## src/rtl/mem_arbiter_if.sv

```systemverilog
`default_nettype none
// ============================================================================
// Module   : mem_arbiter_if
// Purpose  : Bundles the two requester ports and the memory-controller side
//            of mem_arbiter into one interface.
// Ports    : pN_req/we/func3/addr/wdata  requester -> arbiter (N = 0, 1)
//            pN_gnt/done/rdata           arbiter -> requester
//            mem_read_En/mem_write_En/mem_func3/mem_address/mem_data_in
//                                        arbiter -> memory controller
//            mem_data_out/mem_ready      memory controller -> arbiter
//            busy                        arbiter status
// Modports : slave  - the arbiter's view
//            master - the view of the requesters and the memory controller
// Revision : 1.0 - initial release
// ============================================================================
interface mem_arbiter_if #(
    parameter int ADDRESS_WIDTH = 32,
    parameter int DATA_WIDTH    = 32
);
    // Port 0 (CPU load/store unit)
    logic                     p0_req;
    logic                     p0_we;
    logic [2:0]               p0_func3;
    logic [ADDRESS_WIDTH-1:0] p0_addr;
    logic [DATA_WIDTH-1:0]    p0_wdata;
    logic                     p0_gnt;
    logic                     p0_done;
    logic [DATA_WIDTH-1:0]    p0_rdata;

    // Port 1 (debug / program loader)
    logic                     p1_req;
    logic                     p1_we;
    logic [2:0]               p1_func3;
    logic [ADDRESS_WIDTH-1:0] p1_addr;
    logic [DATA_WIDTH-1:0]    p1_wdata;
    logic                     p1_gnt;
    logic                     p1_done;
    logic [DATA_WIDTH-1:0]    p1_rdata;

    // Memory controller side
    logic                     mem_read_En;
    logic                     mem_write_En;
    logic [2:0]               mem_func3;
    logic [ADDRESS_WIDTH-1:0] mem_address;
    logic [DATA_WIDTH-1:0]    mem_data_in;
    logic [DATA_WIDTH-1:0]    mem_data_out;
    logic                     mem_ready;

    logic                     busy;

    modport slave (
        input  p0_req, p0_we, p0_func3, p0_addr, p0_wdata,
        input  p1_req, p1_we, p1_func3, p1_addr, p1_wdata,
        input  mem_data_out, mem_ready,
        output p0_gnt, p0_done, p0_rdata,
        output p1_gnt, p1_done, p1_rdata,
        output mem_read_En, mem_write_En, mem_func3, mem_address, mem_data_in,
        output busy
    );

    modport master (
        output p0_req, p0_we, p0_func3, p0_addr, p0_wdata,
        output p1_req, p1_we, p1_func3, p1_addr, p1_wdata,
        output mem_data_out, mem_ready,
        input  p0_gnt, p0_done, p0_rdata,
        input  p1_gnt, p1_done, p1_rdata,
        input  mem_read_En, mem_write_En, mem_func3, mem_address, mem_data_in,
        input  busy
    );
endinterface
`default_nettype wire

```

## src/rtl/mem_arbiter.sv

```systemverilog
`default_nettype none
// ============================================================================
// Module   : mem_arbiter
// Purpose  : Shares one data-memory controller between two requesters with
//            round-robin arbitration on ties. One access in flight at a time:
//            arbitrate in IDLE, pulse one enable in ISSUE, follow mem_ready
//            low (WAIT_BUSY) and back high (WAIT_DONE), then pulse done.
// Ports    : clk  - system clock, rising edge
//            rst  - asynchronous active-high reset
//            bus  - mem_arbiter_if.slave (requester ports, memory side, busy)
// Revision : 1.0 - initial release
// ============================================================================
module mem_arbiter #(
    parameter int ADDRESS_WIDTH = 32,
    parameter int DATA_WIDTH    = 32
) (
    input wire clk,
    input wire rst,
    mem_arbiter_if.slave bus
);

    typedef enum logic [1:0] {
        S_IDLE      = 2'd0,
        S_ISSUE     = 2'd1,
        S_WAIT_BUSY = 2'd2,
        S_WAIT_DONE = 2'd3
    } state_t;

    localparam logic [2:0] c_FUNC3_LW = 3'b010;

    state_t r_state;
    state_t w_state_next;

    // Latched transaction
    logic                     r_owner;
    logic                     r_last_owner;
    logic                     r_we;
    logic [2:0]               r_mem_func3;
    logic [ADDRESS_WIDTH-1:0] r_mem_address;
    logic [DATA_WIDTH-1:0]    r_mem_data_in;

    // Registered outputs
    logic                     r_p0_gnt;
    logic                     r_p1_gnt;
    logic                     r_p0_done;
    logic                     r_p1_done;
    logic [DATA_WIDTH-1:0]    r_p0_rdata;
    logic [DATA_WIDTH-1:0]    r_p1_rdata;
    logic                     r_mem_read_en;
    logic                     r_mem_write_en;
    logic                     r_busy;

    // Arbitration
    logic                     w_arb_valid;
    logic                     w_winner;
    logic                     w_win_we;
    logic [2:0]               w_win_func3;
    logic [ADDRESS_WIDTH-1:0] w_win_addr;
    logic [DATA_WIDTH-1:0]    w_win_wdata;

    // Next-cycle output values
    logic                     w_p0_gnt_next;
    logic                     w_p1_gnt_next;
    logic                     w_p0_done_next;
    logic                     w_p1_done_next;
    logic                     w_rd_en_next;
    logic                     w_wr_en_next;
    logic                     w_complete;

    // A controller that is not idle (e.g. after the arbiter alone was reset
    // mid-access) must finish before anything new is arbitrated.
    assign w_arb_valid = (r_state == S_IDLE) && bus.mem_ready && (bus.p0_req || bus.p1_req);

    // Lone requester wins; on a tie the port that did not own last wins.
    assign w_winner    = (bus.p0_req && bus.p1_req) ? ~r_last_owner : bus.p1_req;
    assign w_win_we    = w_winner ? bus.p1_we    : bus.p0_we;
    assign w_win_func3 = w_winner ? bus.p1_func3 : bus.p0_func3;
    assign w_win_addr  = w_winner ? bus.p1_addr  : bus.p0_addr;
    assign w_win_wdata = w_winner ? bus.p1_wdata : bus.p0_wdata;

    always_ff @(posedge clk or posedge rst) begin
        if (rst) begin
            r_state <= S_IDLE;
        end else begin
            r_state <= w_state_next;
        end
    end

    // Outputs are computed one cycle ahead so every port is a flop:
    // gnt/enable values are registered on the edge that enters ISSUE,
    // done on the edge that leaves WAIT_DONE.
    always_comb begin
        w_state_next   = r_state;
        w_p0_gnt_next  = 1'b0;
        w_p1_gnt_next  = 1'b0;
        w_rd_en_next   = 1'b0;
        w_wr_en_next   = 1'b0;
        w_p0_done_next = 1'b0;
        w_p1_done_next = 1'b0;
        w_complete     = 1'b0;
        case (r_state)
            S_IDLE: begin
                if (w_arb_valid) begin
                    w_state_next  = S_ISSUE;
                    w_p0_gnt_next = ~w_winner;
                    w_p1_gnt_next = w_winner;
                    w_rd_en_next  = ~w_win_we;
                    w_wr_en_next  = w_win_we;
                end
            end
            S_ISSUE: begin
                w_state_next = S_WAIT_BUSY;
            end
            S_WAIT_BUSY: begin
                if (!bus.mem_ready) begin
                    w_state_next = S_WAIT_DONE;
                end
            end
            S_WAIT_DONE: begin
                if (bus.mem_ready) begin
                    w_state_next   = S_IDLE;
                    w_complete     = 1'b1;
                    w_p0_done_next = ~r_owner;
                    w_p1_done_next = r_owner;
                end
            end
            default: begin
                w_state_next = S_IDLE;
            end
        endcase
    end

    always_ff @(posedge clk or posedge rst) begin
        if (rst) begin
            r_owner        <= 1'b0;
            r_last_owner   <= 1'b1;
            r_we           <= 1'b0;
            r_mem_func3    <= c_FUNC3_LW;
            r_mem_address  <= '0;
            r_mem_data_in  <= '0;
            r_p0_gnt       <= 1'b0;
            r_p1_gnt       <= 1'b0;
            r_p0_done      <= 1'b0;
            r_p1_done      <= 1'b0;
            r_p0_rdata     <= '0;
            r_p1_rdata     <= '0;
            r_mem_read_en  <= 1'b0;
            r_mem_write_en <= 1'b0;
            r_busy         <= 1'b0;
        end else begin
            r_p0_gnt       <= w_p0_gnt_next;
            r_p1_gnt       <= w_p1_gnt_next;
            r_p0_done      <= w_p0_done_next;
            r_p1_done      <= w_p1_done_next;
            r_mem_read_en  <= w_rd_en_next;
            r_mem_write_en <= w_wr_en_next;
            r_busy         <= (w_state_next != S_IDLE);

            if (w_arb_valid) begin
                r_owner       <= w_winner;
                r_last_owner  <= w_winner;
                r_we          <= w_win_we;
                r_mem_func3   <= w_win_func3;
                r_mem_address <= w_win_addr;
                r_mem_data_in <= w_win_wdata;
            end

            // Only loads update rdata; it then holds until the next load
            // completion on the same port.
            if (w_complete && !r_we) begin
                if (r_owner) begin
                    r_p1_rdata <= bus.mem_data_out;
                end else begin
                    r_p0_rdata <= bus.mem_data_out;
                end
            end
        end
    end

    assign bus.p0_gnt       = r_p0_gnt;
    assign bus.p1_gnt       = r_p1_gnt;
    assign bus.p0_done      = r_p0_done;
    assign bus.p1_done      = r_p1_done;
    assign bus.p0_rdata     = r_p0_rdata;
    assign bus.p1_rdata     = r_p1_rdata;
    assign bus.mem_read_En  = r_mem_read_en;
    assign bus.mem_write_En = r_mem_write_en;
    assign bus.mem_func3    = r_mem_func3;
    assign bus.mem_address  = r_mem_address;
    assign bus.mem_data_in  = r_mem_data_in;
    assign bus.busy         = r_busy;

endmodule
`default_nettype wire

```

## src/flat_wrapper.sv

```systemverilog
// flat-port wrapper written by rule: the top's interface ports become plain ports
module mem_arbiter_flat 
#(
    parameter int ADDRESS_WIDTH = 32,
    parameter int DATA_WIDTH    = 32
)
  (clk, rst, bus_p0_req, bus_p0_we, bus_p0_func3, bus_p0_addr, bus_p0_wdata, bus_p1_req, bus_p1_we, bus_p1_func3, bus_p1_addr, bus_p1_wdata, bus_mem_data_out, bus_mem_ready, bus_p0_gnt, bus_p0_done, bus_p0_rdata, bus_p1_gnt, bus_p1_done, bus_p1_rdata, bus_mem_read_En, bus_mem_write_En, bus_mem_func3, bus_mem_address, bus_mem_data_in, bus_busy);
  mem_arbiter_if #(.ADDRESS_WIDTH(ADDRESS_WIDTH), .DATA_WIDTH(DATA_WIDTH)) bus_i ();
  input wire clk;
  input wire rst;
  input wire logic [$bits(bus_i.p0_req)-1:0] bus_p0_req;
  input wire logic [$bits(bus_i.p0_we)-1:0] bus_p0_we;
  input wire logic [$bits(bus_i.p0_func3)-1:0] bus_p0_func3;
  input wire logic [$bits(bus_i.p0_addr)-1:0] bus_p0_addr;
  input wire logic [$bits(bus_i.p0_wdata)-1:0] bus_p0_wdata;
  input wire logic [$bits(bus_i.p1_req)-1:0] bus_p1_req;
  input wire logic [$bits(bus_i.p1_we)-1:0] bus_p1_we;
  input wire logic [$bits(bus_i.p1_func3)-1:0] bus_p1_func3;
  input wire logic [$bits(bus_i.p1_addr)-1:0] bus_p1_addr;
  input wire logic [$bits(bus_i.p1_wdata)-1:0] bus_p1_wdata;
  input wire logic [$bits(bus_i.mem_data_out)-1:0] bus_mem_data_out;
  input wire logic [$bits(bus_i.mem_ready)-1:0] bus_mem_ready;
  output wire logic [$bits(bus_i.p0_gnt)-1:0] bus_p0_gnt;
  output wire logic [$bits(bus_i.p0_done)-1:0] bus_p0_done;
  output wire logic [$bits(bus_i.p0_rdata)-1:0] bus_p0_rdata;
  output wire logic [$bits(bus_i.p1_gnt)-1:0] bus_p1_gnt;
  output wire logic [$bits(bus_i.p1_done)-1:0] bus_p1_done;
  output wire logic [$bits(bus_i.p1_rdata)-1:0] bus_p1_rdata;
  output wire logic [$bits(bus_i.mem_read_En)-1:0] bus_mem_read_En;
  output wire logic [$bits(bus_i.mem_write_En)-1:0] bus_mem_write_En;
  output wire logic [$bits(bus_i.mem_func3)-1:0] bus_mem_func3;
  output wire logic [$bits(bus_i.mem_address)-1:0] bus_mem_address;
  output wire logic [$bits(bus_i.mem_data_in)-1:0] bus_mem_data_in;
  output wire logic [$bits(bus_i.busy)-1:0] bus_busy;
  assign bus_i.p0_req = bus_p0_req;
  assign bus_i.p0_we = bus_p0_we;
  assign bus_i.p0_func3 = bus_p0_func3;
  assign bus_i.p0_addr = bus_p0_addr;
  assign bus_i.p0_wdata = bus_p0_wdata;
  assign bus_i.p1_req = bus_p1_req;
  assign bus_i.p1_we = bus_p1_we;
  assign bus_i.p1_func3 = bus_p1_func3;
  assign bus_i.p1_addr = bus_p1_addr;
  assign bus_i.p1_wdata = bus_p1_wdata;
  assign bus_i.mem_data_out = bus_mem_data_out;
  assign bus_i.mem_ready = bus_mem_ready;
  assign bus_p0_gnt = bus_i.p0_gnt;
  assign bus_p0_done = bus_i.p0_done;
  assign bus_p0_rdata = bus_i.p0_rdata;
  assign bus_p1_gnt = bus_i.p1_gnt;
  assign bus_p1_done = bus_i.p1_done;
  assign bus_p1_rdata = bus_i.p1_rdata;
  assign bus_mem_read_En = bus_i.mem_read_En;
  assign bus_mem_write_En = bus_i.mem_write_En;
  assign bus_mem_func3 = bus_i.mem_func3;
  assign bus_mem_address = bus_i.mem_address;
  assign bus_mem_data_in = bus_i.mem_data_in;
  assign bus_busy = bus_i.busy;
  mem_arbiter #(.ADDRESS_WIDTH(ADDRESS_WIDTH), .DATA_WIDTH(DATA_WIDTH)) u_core (.clk(clk), .rst(rst), .bus(bus_i));
endmodule
```

## config.mk

```make
export PLATFORM = sky130hd
export DESIGN_NAME = mem_arbiter_flat
export DESIGN_NICKNAME = d
export VERILOG_FILES = /design/src/rtl/mem_arbiter_if.sv /design/src/rtl/mem_arbiter.sv /design/src/flat_wrapper.sv
export SDC_FILE = /design/constraint.sdc
export NUM_CORES = 1
export LEC_CHECK = 0
export ABC_AREA = 1
export BUFFER_PORTS_ARGS = -buffer_cell sky130_fd_sc_hd__buf_2
export CAP_MARGIN = 20
export CORE_ASPECT_RATIO = 0.9
export CORE_UTILIZATION = 42
export CTS_BUF_LIST = sky130_fd_sc_hd__clkbuf_16
export CTS_CLUSTER_DIAMETER = 80
export DETAILED_ROUTE_END_ITERATION = 10
export PLACE_DENSITY_LB_ADDON = 0.2
export REMOVE_ABC_BUFFERS = 1
export SLEW_MARGIN = 20
export SYNTH_ARGS = -nofsm -noshare
export SYNTH_HDL_FRONTEND = slang
export SYNTH_SLANG_ARGS = --single-unit
```

## constraint.sdc

```tcl
create_clock -name clk -period 3.9 [get_ports clk]
set_input_delay 0.39 -clock clk [delete_from_list [all_inputs] [get_ports clk]]
set_output_delay 0.39 -clock clk [all_outputs]
set_load 0.005 [all_outputs]
```

==> results.cfg <==
[global_route]
grt_pass1_vias = 6015
grt_first_pass_wirelength_um = 29700
grt_max_degree = 92
gr-total-overflow = 0
antenna_found_initial = 0
grt_usage = 0.237

[power_and_ir_drop]
p_leak_nw = 5.27
ir_drop_uv = 356
finalPower_mw = 6.38
power_per_cell_area_mw_per_mm2 = 734

[drt]
drc_errors = 0
drt_iter0_markers = 421
drt-pass1-iter-count = 4
drt_wl_total_um = 18300
viasPerCell = 4.82
vias = 6402
wl_per_cell_um = 13.8
ant_nets = 0

[synth]
ys_seq_area_frac = 0.550
yosys_warnings = 0
ys_ff_latch = 143
yosysUniqueCellTypes = 14
syn_inst = 835
netlist_area_mm2 = 0.00651
syn_area_per_cell_um2 = 7.79

[clocking]
numCtsBuffers = 17
root_buffer = clkbuf_16
clk_pin_slew_worst_paths_ns = 0.06
clock_latency_ns = 0.42
cts_sinks = 143
cts_resized = 0
cts_tree = done
clockBufferDepth = 2
htreeDepth = 4
postCtsSetupRepairBufs = 0
cts_hold_buf = 0

[timing]
clock.fmax_mhz = 471
fin_tns_setup_ns = 0
drv_slew = 0
post-route-period-util = 0.545
worst_pin_slew_ns = 0.845
rsz0062_at_grt = no
finalHoldViolations = 0
finalSetupViolCount = 0
clock_skew_ns = 0.00841
finalCriticalPeriod_ns = 2.12
relSlewSlack = 0.437

[floorplan]
die_w_um = 133
io_pins = 311
initial_core_util = 0.436
core-area_mm2 = 0.0149
die_area_mm2 = 0.0160
rows = 42
die_h_um = 120

[worst_setup_path]
crit_path_end_kind = register
rr_startpoint = u_core.r_state[1]$_DFF_PP0_
ff2ff_path_depth = 6
crit_fanout = 34
cp.arrival_ns = 2.42
rrSetupSlack_ns = 1.78
r2r_end = u_core.bus.p1_rdata[16]$_DFFE_PP0P_
worstPathRequired_ns = 4.20
path_class = register to register
cp-start-kind = register

[final_layout]
mostFrequentLayoutCells = 482 x nand2_1, 310 x buf_2, 141 x dfrtp_1, 133 x nand3_1, 17 x clkbuf_16
drive_above_1_share = 0.320
finalNetCount = 1291
antenna_cells = 0
final_common_cell = nand2_1
area_growth_pct = 33.5

[placement]
placement.io_buffers = 310
hpwl_um = 12800
place_congestion = 0.835

[run_status]
outcome = finished clean

[flow_run]
drv_cap = 0

[worst_hold_path]
hold_path.class = primary input to async pin
[through the flow]
step                      utilization  instances  cell area (um2)  setup WS (ns)  hold WS [ns]
final                           0.582       1329             8690           1.78         0.104
after global routing            0.582       1329             8690           1.60         0.183
after CTS                       0.582       1329             8690           1.74         0.146
after detailed placement        0.541       1297             8070           1.66         0.453
after global placement          0.541       1297             8070           1.71         0.449
after floorplan                     -        779             6170         -0.325         0.449
[cells in the mapped netlist]
library cell	count	area [um2]
nand2_2	3	18.8
buf_2	31	155
nor2_2	1	6.26
dfstp_2	2	52.6
inv_1	8	30.0
nand3_1	133	666
nand2_1	483	1810
buf_6	9	101
nor2_4	4	45.0
nor2_1	3	11.3
inv_2	1	3.75
clkbuf_1	12	45.0
buf_4	4	30.0
dfrtp_1	141	3530
[flip-flops by register name, indices dropped and copies added (netlist names)]
| register | flops |
|---|---|
| u_core.bus.p1_gnt | 1 |
| u_core.r_we | 1 |
| u_core.bus.p0_gnt | 1 |
| u_core.bus.mem_data_in | 32 |
| u_core.bus.p1_done | 1 |
| u_core.bus.mem_write_En | 1 |
| u_core.bus.p1_rdata | 32 |
| u_core.r_state | 2 |
| u_core.r_last_owner | 1 |
| u_core.bus.p0_rdata | 32 |
| u_core.bus.busy | 1 |
| u_core.bus.mem_read_En | 1 |
| u_core.r_owner | 1 |
| u_core.bus.p0_done | 1 |
| u_core.bus.mem_address | 32 |
| u_core.bus.mem_func3 | 3 |
[worst max-delay path, stage by stage (launching register included)]
cell and delay (ns):
dfrtp_1 0.41, nand2_2 0.11, nor2_4 0.63, nand2_1 0.37
buf_4 0.34, nand2_1 0.09, nand2_1 0.06
[report_power, final]
| part | total [mW] | switching, mW | internal (mW) |
|---|---|---|---|
| clock | 1.70 | 0.629 | 1.07 |
| sequential | 2.53 | 0.359 | 2.17 |
| combinational | 2.15 | 1.25 | 0.899 |
[per-layer routing]
layer  wire, um  GRT usage  share of wire
met5          0          0              0
met4        584      0.115          0.032
met3       1040     0.0507          0.057
met2       8880      0.395           0.49
met1       7800      0.293           0.43
[layout make-up]
type	count	area, um2
Clock buffer	17	425
Clock inverter	15	191
Fill cell	1415	6240
Inverter	9	38.8
Multi-Input combinational cell	627	2560
Sequential cell	143	3580
Tap cell	198	248
Timing Repair Buffer	320	1640
[cells by family (layout without fill, tap and decap cells)]
| group | count (synthesis) | after routing | synth area share |
|---|---|---|---|
| buf+inv | 65 | 361 | 0.0562 |
| flops | 143 | 143 | 0.550 |
| simple gates | 627 | 627 | 0.393 |
[worst max-delay path by stage]
stage / slack [ns] / depth (start not counted) / from / end
after global placement: 1.71 / 7 / bus_mem_ready / u_core.bus.p1_rdata[0]$_DFFE_PP0P_
after global routing: 1.60 / 6 / u_core.r_state[1]$_DFF_PP0_ / u_core.bus.p1_rdata[3]$_DFFE_PP0P_
after floorplan: -0.32 / 1 / rst / u_core.bus.busy$_DFF_PP0_
final: 1.78 / 6 / u_core.r_state[1]$_DFF_PP0_ / u_core.bus.p1_rdata[16]$_DFFE_PP0P_
after detailed placement: 1.66 / 7 / bus_mem_ready / u_core.bus.p1_rdata[18]$_DFFE_PP0P_
after CTS: 1.74 / 6 / u_core.r_state[1]$_DFF_PP0_ / u_core.bus.p1_rdata[16]$_DFFE_PP0P_
(Power assumes the default switching activity.)
